==> src/rtl/uart_pkg.sv <==
// Shared definitions for the UART datapath: frame constants, tx state encoding
// and helpers that derive baud-counter sizing from the clock and line rates.
package uart_pkg;

    localparam int DATA_BITS = 8;
    localparam int STOP_BITS = 1;

    typedef enum logic [1:0] {
        ST_IDLE  = 2'd0,
        ST_START = 2'd1,
        ST_DATA  = 2'd2,
        ST_STOP  = 2'd3
    } tx_state_e;

    function automatic int calc_clks_per_bit(input int clk_hz, input int baud);
        return clk_hz / baud;
    endfunction

    // Minimum of one bit so a rejected configuration still elaborates far enough to report.
    function automatic int calc_cnt_width(input int clks_per_bit);
        return (clks_per_bit <= 2) ? 1 : $clog2(clks_per_bit);
    endfunction

endpackage

==> src/rtl/sync_fifo.sv <==
// Single-clock FIFO with combinational read data; pushes when full and pops
// when empty are ignored, so callers may drive push/pop unconditionally.
module sync_fifo #(
    parameter int WIDTH = 8,
    parameter int DEPTH = 16
) (
    input  logic                     clock,
    input  logic                     reset_n,
    input  logic                     push,
    input  logic                     pop,
    input  logic [WIDTH-1:0]         din,
    output logic [WIDTH-1:0]         dout,
    output logic                     full,
    output logic                     empty,
    output logic [$clog2(DEPTH):0]   count
);

    localparam int AW = $clog2(DEPTH);
    localparam logic [AW:0]   CNT_ONE  = (AW+1)'(1);
    localparam logic [AW:0]   CNT_FULL = (AW+1)'(DEPTH);
    localparam logic [AW-1:0] PTR_ONE  = AW'(1);

    generate
        if (DEPTH < 2 || (DEPTH & (DEPTH - 1)) != 0) begin : g_bad_depth
            $error("sync_fifo: DEPTH must be a power of two and at least 2");
        end
    endgenerate

    logic [WIDTH-1:0] mem_q [DEPTH];
    logic [AW-1:0]    wr_ptr_q, wr_ptr_d;
    logic [AW-1:0]    rd_ptr_q, rd_ptr_d;
    logic [AW:0]      count_q, count_d;
    logic             push_ok, pop_ok;

    assign full    = (count_q == CNT_FULL);
    assign empty   = (count_q == '0);
    assign count   = count_q;
    assign dout    = mem_q[rd_ptr_q];
    assign push_ok = push & ~full;
    assign pop_ok  = pop & ~empty;

    always_comb begin
        wr_ptr_d = wr_ptr_q;
        rd_ptr_d = rd_ptr_q;
        count_d  = count_q;
        if (push_ok) wr_ptr_d = wr_ptr_q + PTR_ONE;
        if (pop_ok)  rd_ptr_d = rd_ptr_q + PTR_ONE;
        case ({push_ok, pop_ok})
            2'b10:   count_d = count_q + CNT_ONE;
            2'b01:   count_d = count_q - CNT_ONE;
            default: count_d = count_q;
        endcase
    end

    always_ff @(posedge clock or negedge reset_n) begin
        if (!reset_n) begin
            wr_ptr_q <= '0;
            rd_ptr_q <= '0;
            count_q  <= '0;
        end else begin
            wr_ptr_q <= wr_ptr_d;
            rd_ptr_q <= rd_ptr_d;
            count_q  <= count_d;
        end
    end

    // Storage is not reset; only entries below count are ever read.
    always_ff @(posedge clock) begin
        if (push_ok) mem_q[wr_ptr_q] <= din;
    end

endmodule

==> src/rtl/uart_tx_fifo.sv <==
// Buffered 8N1 UART transmitter: bytes from the core queue in sync_fifo and are
// serialised LSB first onto txd, with a sticky flag for bytes dropped while full.
//
//   state    | meaning
//   ST_IDLE  | line high, waiting for a queued byte
//   ST_START | start bit (low) for one bit period
//   ST_DATA  | eight data bits, LSB first
//   ST_STOP  | stop bit (high); pops the next byte directly if one is queued
module uart_tx_fifo
    import uart_pkg::*;
#(
    parameter int CLK_HZ = 24_000_000,
    parameter int BAUD   = 115_200,
    parameter int DEPTH  = 16
) (
    input  logic       clock,
    input  logic       reset_n,
    input  logic       tx_start,
    input  logic [7:0] tx_data,
    output logic       tx_ready,
    output logic       txd,
    output logic       busy,
    output logic       overflow
);

    localparam int CPB = calc_clks_per_bit(CLK_HZ, BAUD);
    localparam int CW  = calc_cnt_width(CPB);
    localparam int AW  = $clog2(DEPTH);
    localparam int BW  = $clog2(DATA_BITS);

    localparam logic [CW-1:0] CNT_LAST = CW'(CPB - 1);
    localparam logic [CW-1:0] CNT_ONE  = CW'(1);
    localparam logic [BW-1:0] BIT_LAST = BW'(DATA_BITS - 1);
    localparam logic [BW-1:0] BIT_ONE  = BW'(1);
    localparam logic [AW:0]   FCNT_ONE  = (AW+1)'(1);
    localparam logic [AW:0]   FCNT_FULL = (AW+1)'(DEPTH);

    generate
        if (CPB < 2) begin : g_bad_baud
            $error("uart_tx_fifo: CLK_HZ / BAUD must be at least 2");
        end
    endgenerate

    tx_state_e      state_q, state_d;
    logic [CW-1:0]  cnt_q, cnt_d;
    logic [BW-1:0]  bit_idx_q, bit_idx_d;
    logic [7:0]     shift_q, shift_d;
    logic           txd_q, txd_d;
    logic           busy_q, busy_d;
    logic           tx_ready_q, tx_ready_d;
    logic           overflow_q, overflow_d;

    logic           pop_req;
    logic           bit_end;
    logic           push_ok;
    logic [7:0]     fifo_dout;
    logic           fifo_full, fifo_empty;
    logic [AW:0]    fifo_count, count_nxt;

    sync_fifo #(
        .WIDTH (8),
        .DEPTH (DEPTH)
    ) u_fifo (
        .clock   (clock),
        .reset_n (reset_n),
        .push    (tx_start),
        .pop     (pop_req),
        .din     (tx_data),
        .dout    (fifo_dout),
        .full    (fifo_full),
        .empty   (fifo_empty),
        .count   (fifo_count)
    );

    assign bit_end = (cnt_q == CNT_LAST);

    always_ff @(posedge clock or negedge reset_n) begin
        if (!reset_n) begin
            state_q    <= ST_IDLE;
            cnt_q      <= '0;
            bit_idx_q  <= '0;
            shift_q    <= '0;
            txd_q      <= 1'b1;
            busy_q     <= 1'b0;
            tx_ready_q <= 1'b1;
            overflow_q <= 1'b0;
        end else begin
            state_q    <= state_d;
            cnt_q      <= cnt_d;
            bit_idx_q  <= bit_idx_d;
            shift_q    <= shift_d;
            txd_q      <= txd_d;
            busy_q     <= busy_d;
            tx_ready_q <= tx_ready_d;
            overflow_q <= overflow_d;
        end
    end

    always_comb begin
        state_d   = state_q;
        cnt_d     = cnt_q;
        bit_idx_d = bit_idx_q;
        shift_d   = shift_q;
        pop_req   = 1'b0;
        case (state_q)
            ST_IDLE: begin
                if (!fifo_empty) begin
                    pop_req = 1'b1;
                    shift_d = fifo_dout;
                    cnt_d   = '0;
                    state_d = ST_START;
                end
            end
            ST_START: begin
                if (bit_end) begin
                    cnt_d     = '0;
                    bit_idx_d = '0;
                    state_d   = ST_DATA;
                end else begin
                    cnt_d = cnt_q + CNT_ONE;
                end
            end
            ST_DATA: begin
                if (bit_end) begin
                    cnt_d   = '0;
                    shift_d = {1'b0, shift_q[7:1]};
                    if (bit_idx_q == BIT_LAST) state_d = ST_STOP;
                    else                       bit_idx_d = bit_idx_q + BIT_ONE;
                end else begin
                    cnt_d = cnt_q + CNT_ONE;
                end
            end
            ST_STOP: begin
                if (bit_end) begin
                    cnt_d = '0;
                    if (!fifo_empty) begin
                        pop_req = 1'b1;
                        shift_d = fifo_dout;
                        state_d = ST_START;
                    end else begin
                        state_d = ST_IDLE;
                    end
                end else begin
                    cnt_d = cnt_q + CNT_ONE;
                end
            end
            default: state_d = ST_IDLE;
        endcase
    end

    // Line level follows the registered state, so txd lags state_q by one clock.
    always_comb begin
        txd_d = 1'b1;
        case (state_q)
            ST_START: txd_d = 1'b0;
            ST_DATA:  txd_d = shift_q[0];
            default:  txd_d = 1'b1;
        endcase
    end

    // Fullness is judged on the pre-edge count, so a pop cannot rescue a push to a full FIFO.
    always_comb begin
        push_ok   = tx_start & ~fifo_full;
        count_nxt = fifo_count;
        case ({push_ok, pop_req})
            2'b10:   count_nxt = fifo_count + FCNT_ONE;
            2'b01:   count_nxt = fifo_count - FCNT_ONE;
            default: count_nxt = fifo_count;
        endcase
        tx_ready_d = (count_nxt != FCNT_FULL);
        overflow_d = overflow_q | (tx_start & fifo_full);
        busy_d     = (state_q != ST_IDLE) || (fifo_count != '0);
    end

    assign txd      = txd_q;
    assign busy     = busy_q;
    assign tx_ready = tx_ready_q;
    assign overflow = overflow_q;

endmodule
==> config.mk <==
export PLATFORM = sky130hd
export DESIGN_NAME = uart_tx_fifo
export DESIGN_NICKNAME = d
export VERILOG_FILES = /design/src/rtl/uart_pkg.sv /design/src/rtl/sync_fifo.sv /design/src/rtl/uart_tx_fifo.sv
export SDC_FILE = /design/constraint.sdc
export NUM_CORES = 1
export LEC_CHECK = 0
export ABC_AREA = 1
export CAP_MARGIN = 20
export CORE_MARGIN = 2
export CORE_UTILIZATION = 55
export CTS_BUF_LIST = sky130_fd_sc_hd__clkbuf_16
export DETAILED_ROUTE_END_ITERATION = 10
export PLACE_DENSITY = 0.72
export SLEW_MARGIN = 15
export SYNTH_ARGS = -nofsm -noshare
export SYNTH_HDL_FRONTEND = slang
export SYNTH_HIERARCHICAL = 1
export SYNTH_SLANG_ARGS = --single-unit
==> constraint.sdc <==
create_clock -name clock -period 2.4 [get_ports clock]
set_input_delay 0.72 -clock clock [delete_from_list [all_inputs] [get_ports clock]]
set_output_delay 0.72 -clock clock [all_outputs]
set_load 0.01 [all_outputs]
# Word-level counts from Yosys, hierarchy flattened
# Memory sizes are Yosys's and may differ from the RTL's.
# Index checks and enable logic that the tools add are counted.
[totals] register_bits=38 inputBits=11 word_cells=79 mem_bits_rw=128 mem_count=1
[classes] mux=26 addsub=6 reduce_logical=12 n_eq_ne=17 bitwise_logic=6
[memory_table] memory="u_fifo.mem_q" depth=16 width=8 read_ports=1 rd_clocked_by_memory_dff=0 write_ports=1 line_no="sync_fifo.sv:29" rtl="logic [WIDTH-1:0] mem_q [DEPTH];"
[op_table] operator="8-bit 2-to-1 mux" count=5
[op_table] operator="8-bit one-hot mux with 3 select lines" count=1
[op_table] operator="5-bit one-hot mux with 2 select lines" count=2
[op_table] operator="8-bit one-hot mux with 2 select lines" count=1
[op_table] operator="2-bit != test, second input constant" count=6
[op_table] operator="2-bit 2-to-1 mux" count=5
[op_table] operator="3-bit 2-to-1 mux" count=3
[op_table] operator="4-bit by 1-bit adder with 4-bit output, second input constant" count=2
[op_table] operator="8-bit by 1-bit adder with 8-bit output, second input constant" count=1
[op_table] operator="2-bit == test, second input constant" count=4
[op_table] operator="8-bit == test, second input constant" count=1
[op_table] operator="2-bit one-hot mux with 4 select lines" count=1
[op_table] operator="2-bit by 1-bit == test with 1-bit output, second input constant" count=3
[op_table] operator="3-bit one-hot mux with 2 select lines" count=1
[op_table] operator="2-bit nonzero test" count=3
[op_table] operator="5-bit by 1-bit adder with 5-bit output, second input constant" count=1
[op_table] operator="5-bit == test, second input constant" count=1
[op_table] operator="5-bit zero test" count=1
[op_table] operator="1-bit 2-to-1 mux" count=5
[op_table] operator="5-bit != test, second input constant" count=1
[op_table] operator="5-bit AND reduction" count=1
[op_table] operator="5-bit nonzero test" count=1
[op_table] operator="5-bit by 1-bit subtractor with 5-bit output, second input constant" count=1
[op_table] operator="1-bit one-hot mux with 2 select lines" count=2
[op_table] operator="11 further kinds" count=14

# Longest topological paths before layout
[logic_depth] word_depth=7 depth_mapped=21 ltp_nobuf=20

# Hierarchy
# Netlist, hierarchy kept.
[modules_own_cells] mod="sync_fifo" area_per_inst_um2=6231.0 instances=1 cells_each=621
[modules_own_cells] mod="uart_tx_fifo" area_per_inst_um2=1602.8 instances=1 cells_each=202

# Worst setup path after synthesis
# No wires, ideal clock.
[synth_timing] path_type="flip-flop to flip-flop" startpoint="register u_fifo.count_q[0], in the netlist u_fifo/count[0]" endpoint="register u_fifo.count_q[4], in the netlist u_fifo/count[4]" synth_period_minus_slack_ns=2.572 arrival_time_ns=2.455 path_buffers=0 slack_ns=-0.172 setup_time_ns=0.116 stages_incl_launch_ff=20 path_cell_list="dfrtp_1 inv_1 nand4_1 inv_1 nor2_1 nand3_2 a21oi_1 nand2_1 inv_1 ha_1 inv_1 fa_1 inv_1 nand2_1 nand2_1 nand2_1 nand2_1 nand2_1 nand2_1 nand2_1"
[synth_between] elab_chain_cells=7 elab_cells_between_ends=15 cone_classes="add/sub: 2; eq/ne: 3; mux: 4; bitwise: 4; reduce/logical: 2"
[synth_lines] item="start, declared" line_no="sync_fifo.sv:32" rtl="logic [AW:0] count_q, count_d;"
[synth_lines] item="start signal, assigned" line_no="sync_fifo.sv:63" rtl="count_q <= count_d;"
[synth_lines] item="5-bit zero test *" line_no="sync_fifo.sv:36" rtl="assign empty = (count_q == '0);"
[synth_lines] item="named net fifo_empty" line_no="uart_tx_fifo.sv:57" rtl="logic fifo_full, fifo_empty;"
[synth_lines] item="1-bit 2-to-1 mux *" line_no="uart_tx_fifo.sv:107, uart_tx_fifo.sv:136"
[synth_lines] item="1-bit 2-to-1 mux" line_no="uart_tx_fifo.sv:134" rtl="if (bit_end) begin"
[synth_lines] item="1-bit one-hot mux with 2 select lines *" line_no="uart_tx_fifo.sv:105" rtl="case (state_q)"
[synth_lines] item="named net pop_req" line_no="uart_tx_fifo.sv:53" rtl="logic pop_req;"
[synth_lines] item="1-bit AND *" line_no="sync_fifo.sv:40" rtl="assign pop_ok = pop & ~empty;"
[synth_lines] item="named net u_fifo.pop_ok" line_no="sync_fifo.sv:33" rtl="logic push_ok, pop_ok;"
[synth_lines] item="2-bit by 1-bit == test with 1-bit output / 2-bit == test (equally long branches)" line_no="sync_fifo.sv:48" rtl="case ({push_ok, pop_ok})"
[synth_lines] item="5-bit one-hot mux with 2 select lines / 2-bit nonzero test (equally long branches)"
# Mark *: on every way through the listed nets, which the timed path passes. The rest lies on a longest branch.
# A chain may end at the register's enable or synchronous reset.

# Worst setup path after layout
[layout_timing] startpoint="register u_fifo.count_q[1], in the netlist u_fifo/count[1]" endpoint="register u_fifo.count_q[4], in the netlist u_fifo/count[4]"
# The elaborated chain is that of the path after synthesis.

==> insert_results.sql <==
INSERT INTO impl_metrics (metric_group, metric, value, unit) VALUES
('die', 'die_height', '123.3', 'µm'),
('timing', 'max-slew-margin-rel', '44.15', '%'),
('timing', 'timing.final.crit_share', '97.19', '%'),
('die', 'design.die.area', '0.01521', 'mm²'),
('synth', 'post_synth_most_frequent_cells', '288 x nand2_1, 128 x edfxtp_1, 96 x inv_1', ''),
('clock_network', 'htree_levels', '4', ''),
('power_and_ir_drop', 'power_per_cell_area', '816.4', 'mW/mm²'),
('setup_path', 'crit_fanout', '5', ''),
('routing', 'detail_route.wirelength', '17.84', 'mm'),
('synth', 'syn-num-nets', '854', ''),
('setup_path', 'slowest_stage', 'dfrtp_1', ''),
('timing', 'final-max-slew-violation-count', '0', ''),
('routing', 'post_drt_wl_per_cell', '16.45', 'µm'),
('clock_network', 'number_of_clock_buffers_inserted_by_tritoncts', '17', ''),
('setup_path', 'type_of_the_worst_setup_path', 'register to register', ''),
('hold_path', 'min_delay_worst_type', 'input pin to async pin', ''),
('final_layout', 'layout.nets', '922', ''),
('routing', 'drc', '0', ''),
('setup_path', 'worst_path_most_repeated_cell', 'nand2_1', ''),
('timing', 'totalNegativeSetupSlack', '0', 'ns'),
('place', 'place.port_buffers', '14', ''),
('clock_network', 'clk_pin_slew', '0.07', 'ns'),
('final_layout', 'multiInputGateArea', '0.002574', 'mm²'),
('synth', 'synth.top_cells.by_area', 'edfxtp_1 49%, nand2_1 14%, dfrtp_1 11%, inv_1 4.6%, nand3_1 4.2%', ''),
('place', 'final_weighted_congestion_in_routability_driven_placement', '0.9402', ''),
('setup_path', 'cells_along_the_critical_path', 'nor2_2 > nand4_1 > inv_2 > nor2_4 > nand3_2 > a21oi_2 > nand2_2 > inv_4 > ha_4 > ha_1 > or2_2 > nand3_1 > nand2_1 > nand2_1 > nand2_1', ''),
('synth', 'yosysMostFrequentCell', 'nand2_1', ''),
('run', 'max_cap_viol_count', '0', ''),
('final_layout', 'area_delta_synth_final', '17.20', '%'),
('global_routing', 'vias_in_the_first_global_route', '5724', ''),
('place', 'detailed_placer_s_ending_hpwl', '11.86', 'mm'),
('final_layout', 'drive_gt1_share', '15.04', '%'),
('place', 'detailed_place.area', '0.008473', 'mm²'),
('setup_path', 'timing.critical_path.max_delay_family', 'simple AND/OR/NAND/NOR gates', ''),
('die', 'initial_utilization', '56.44', '%'),
('status', 'run_status', 'complete, no violations', ''),
('timing', 'grt_setup_unrepaired', 'yes', ''),
('routing', 'drtPass1Iterations', '5', ''),
('clock_network', 'clk-insertion-delay-late', '0.43', 'ns'),
('routing', 'dr_total_vias', '5848', ''),
('clock_network', 'tritoncts', 'yes', ''),
('setup_path', 'cp_num_buf_inv', '2', ''),
('power_and_ir_drop', 'worst_vdd_drop', '0.0005973', 'V'),
('clock_network', 'cts_buffer_depth', '2', ''),
('global_routing', 'grt.overflow.total', '0', ''),
('setup_path', 'required_time_of_the_worst_setup_path', '2.72', 'ns'),
('synth', 'synthesis.area', '0.007834', 'mm²'),
('setup_path', 'critPathCaptureType', 'register', ''),
('die', 'die_width', '123.3', 'µm'),
('synth', 'synthArstFlopShare', '22.89', '%'),
('synth', 'synth-warning-count', '6', ''),
('final_layout', 'n_antenna_cell', '0', ''),
('timing', 'tightest_slew', '0.8378', 'ns'),
('timing', 'post-route-worst-setup-slack', '0.06740', 'ns'),
('timing', 'hold_violations', '0', ''),
('clock_network', 'holdBufCountCts', '0', ''),
('setup_path', 'worst-endpoint-arrival', '2.65', 'ns'),
('clock_network', 'cts.sink_count', '166', ''),
('synth', 'synthFlopType', 'edfxtp_1', ''),
('timing', 'period_needed', '2.333', 'ns'),
('final_layout', 'sequential_cell_area', '0.004801', 'mm²'),
('synth', 'netlist.top_cell.by_area', 'edfxtp_1', ''),
('power_and_ir_drop', 'total_power', '7.496', 'mW'),
('die', 'boundaryPins', '15', ''),
('synth', 'yosys.area.top_type_share', '49.07', '%'),
('synth', 'post_synth_edffs', '128', ''),
('place', 'dp_worst_setup_slack', '-0.1669', 'ns'),
('synth', 'synth_seq_area_share', '61.24', '%'),
('power_and_ir_drop', 'leakage', '4.068', 'nW'),
('clock_network', 'root_buffer', 'clkbuf_16', ''),
('final_layout', 'final_design_area_no_fill', '0.009181', 'mm²');
==> registers in the layout, summed over array words and instances (netlist names) <==
name / count
u_fifo/mem_q: 128
txd: 1
busy: 1
tx_ready: 1
cnt_q: 8
u_fifo/count: 5
u_fifo/wr_ptr_q: 4
shift_q: 8
u_fifo/rd_ptr_q: 4
state_q: 2
bit_idx_q: 3
overflow: 1
==> power by group <==
group | switching (mW) | leakage, nW | internal [mW]
sequential | 0.115 | 1.62 | 3.39
combinational | 0.800 | 2.16 | 0.471
clock | 1.17 | 0.287 | 1.56
total | 2.08 | 4.07 | 5.41
==> per-stage QoR <==
stage                     hold slack [ns]  instances  util [%]
after global routing               0.4615       1084     66.14
after CTS                          0.4137       1079     65.57
after detailed placement           0.4676       1043     61.04
after global placement             0.4400       1043     61.04
after floorplan                    0.4244        823         -
final                              0.3872       1084     66.14
==> cell type report <==
cell class | count | area share [%]
sequential | 166 | 52.29
multi-input combinational | 530 | 28.03
timing repair buffer | 74 | 6.514
clock buffer | 17 | 4.633
inverter | 102 | 4.252
tap | 180 | 2.453
clock inverter | 15 | 1.826
==> logic make-up after synthesis <==
| group | Yosys count | share of synthesized area [%] |
|---|---|---|
| xor gates and xnor gates | 14 | 1.565 |
| buffers and inverters | 127 | 6.692 |
| and+or+nand+nor | 456 | 23.96 |
| adders and majority gates | 20 | 3.290 |
| AOI/OAI and AO/OA | 40 | 3.258 |
| DFF | 166 | 61.24 |
==> per-layer routing <==
| metal | GRT usage, % | wire length (µm) |
|---|---|---|
| met1 | 31.89 | 7438 |
| met2 | 42.34 | 9099 |
| met3 | 4.197 | 978 |
| met4 | 8.807 | 320 |
| met5 | 0 | 0 |
==> cell usage in the layout (no fill, tap or decap), types with 11 or more instances in the layout <==
| cell | Yosys | layout |
|---|---|---|
| buf_4 | 3 | 59 |
| nand2_1 | 288 | 287 |
| xor2_1 | 11 | 11 |
| o21ai_0 | 15 | 14 |
| clkbuf_16 | 0 | 17 |
| clkdlybuf4s50_1 | 0 | 13 |
| dfrtp_1 | 36 | 33 |
| ha_1 | 19 | 16 |
| inv_1 | 96 | 88 |
| nand3_1 | 65 | 65 |
| inv_2 | 5 | 11 |
| edfxtp_1 | 128 | 128 |
| nor2_1 | 80 | 77 |
==> worst reg2reg max path: cells and delay by family (launching register included) <==
family,cells,cell delay (ns)
compound gates,1,0.07
fa+ha+maj,2,0.48
buf+inv,2,0.21
flops,1,0.39
simple gates,10,1.08
==> what timing repair did <==
| item | in CTS | in global routing |
|---|---|---|
| endpoints found under the setup margin | 2 | 5 |
| setup buffers | 4 | 5 |
| resized for setup | 2 | 17 |
| pin swaps | 5 | 3 |
==> path summary, 6_finish.rpt <==
check	endpoint	slack (ns)	cells past startpoint	start
max	u_fifo/count[4]$_DFFE_PN0P_	0.07	15	u_fifo/count[1]$_DFFE_PN0P_
min	shift_q[6]$_DFFE_PN0P_	0.39	1	reset_n
max reg2reg	u_fifo/count[4]$_DFFE_PN0P_	0.07	15	u_fifo/count[1]$_DFFE_PN0P_
min reg2reg	overflow$_DFF_PN0_	0.48	1	overflow$_DFF_PN0_
max in group asynchronous	u_fifo/rd_ptr_q[0]$_DFFE_PN0P_	1.41	1	reset_n
min in group clock	overflow$_DFF_PN0_	0.48	1	overflow$_DFF_PN0_
No activity file was read; power rests on OpenSTA's default activity.
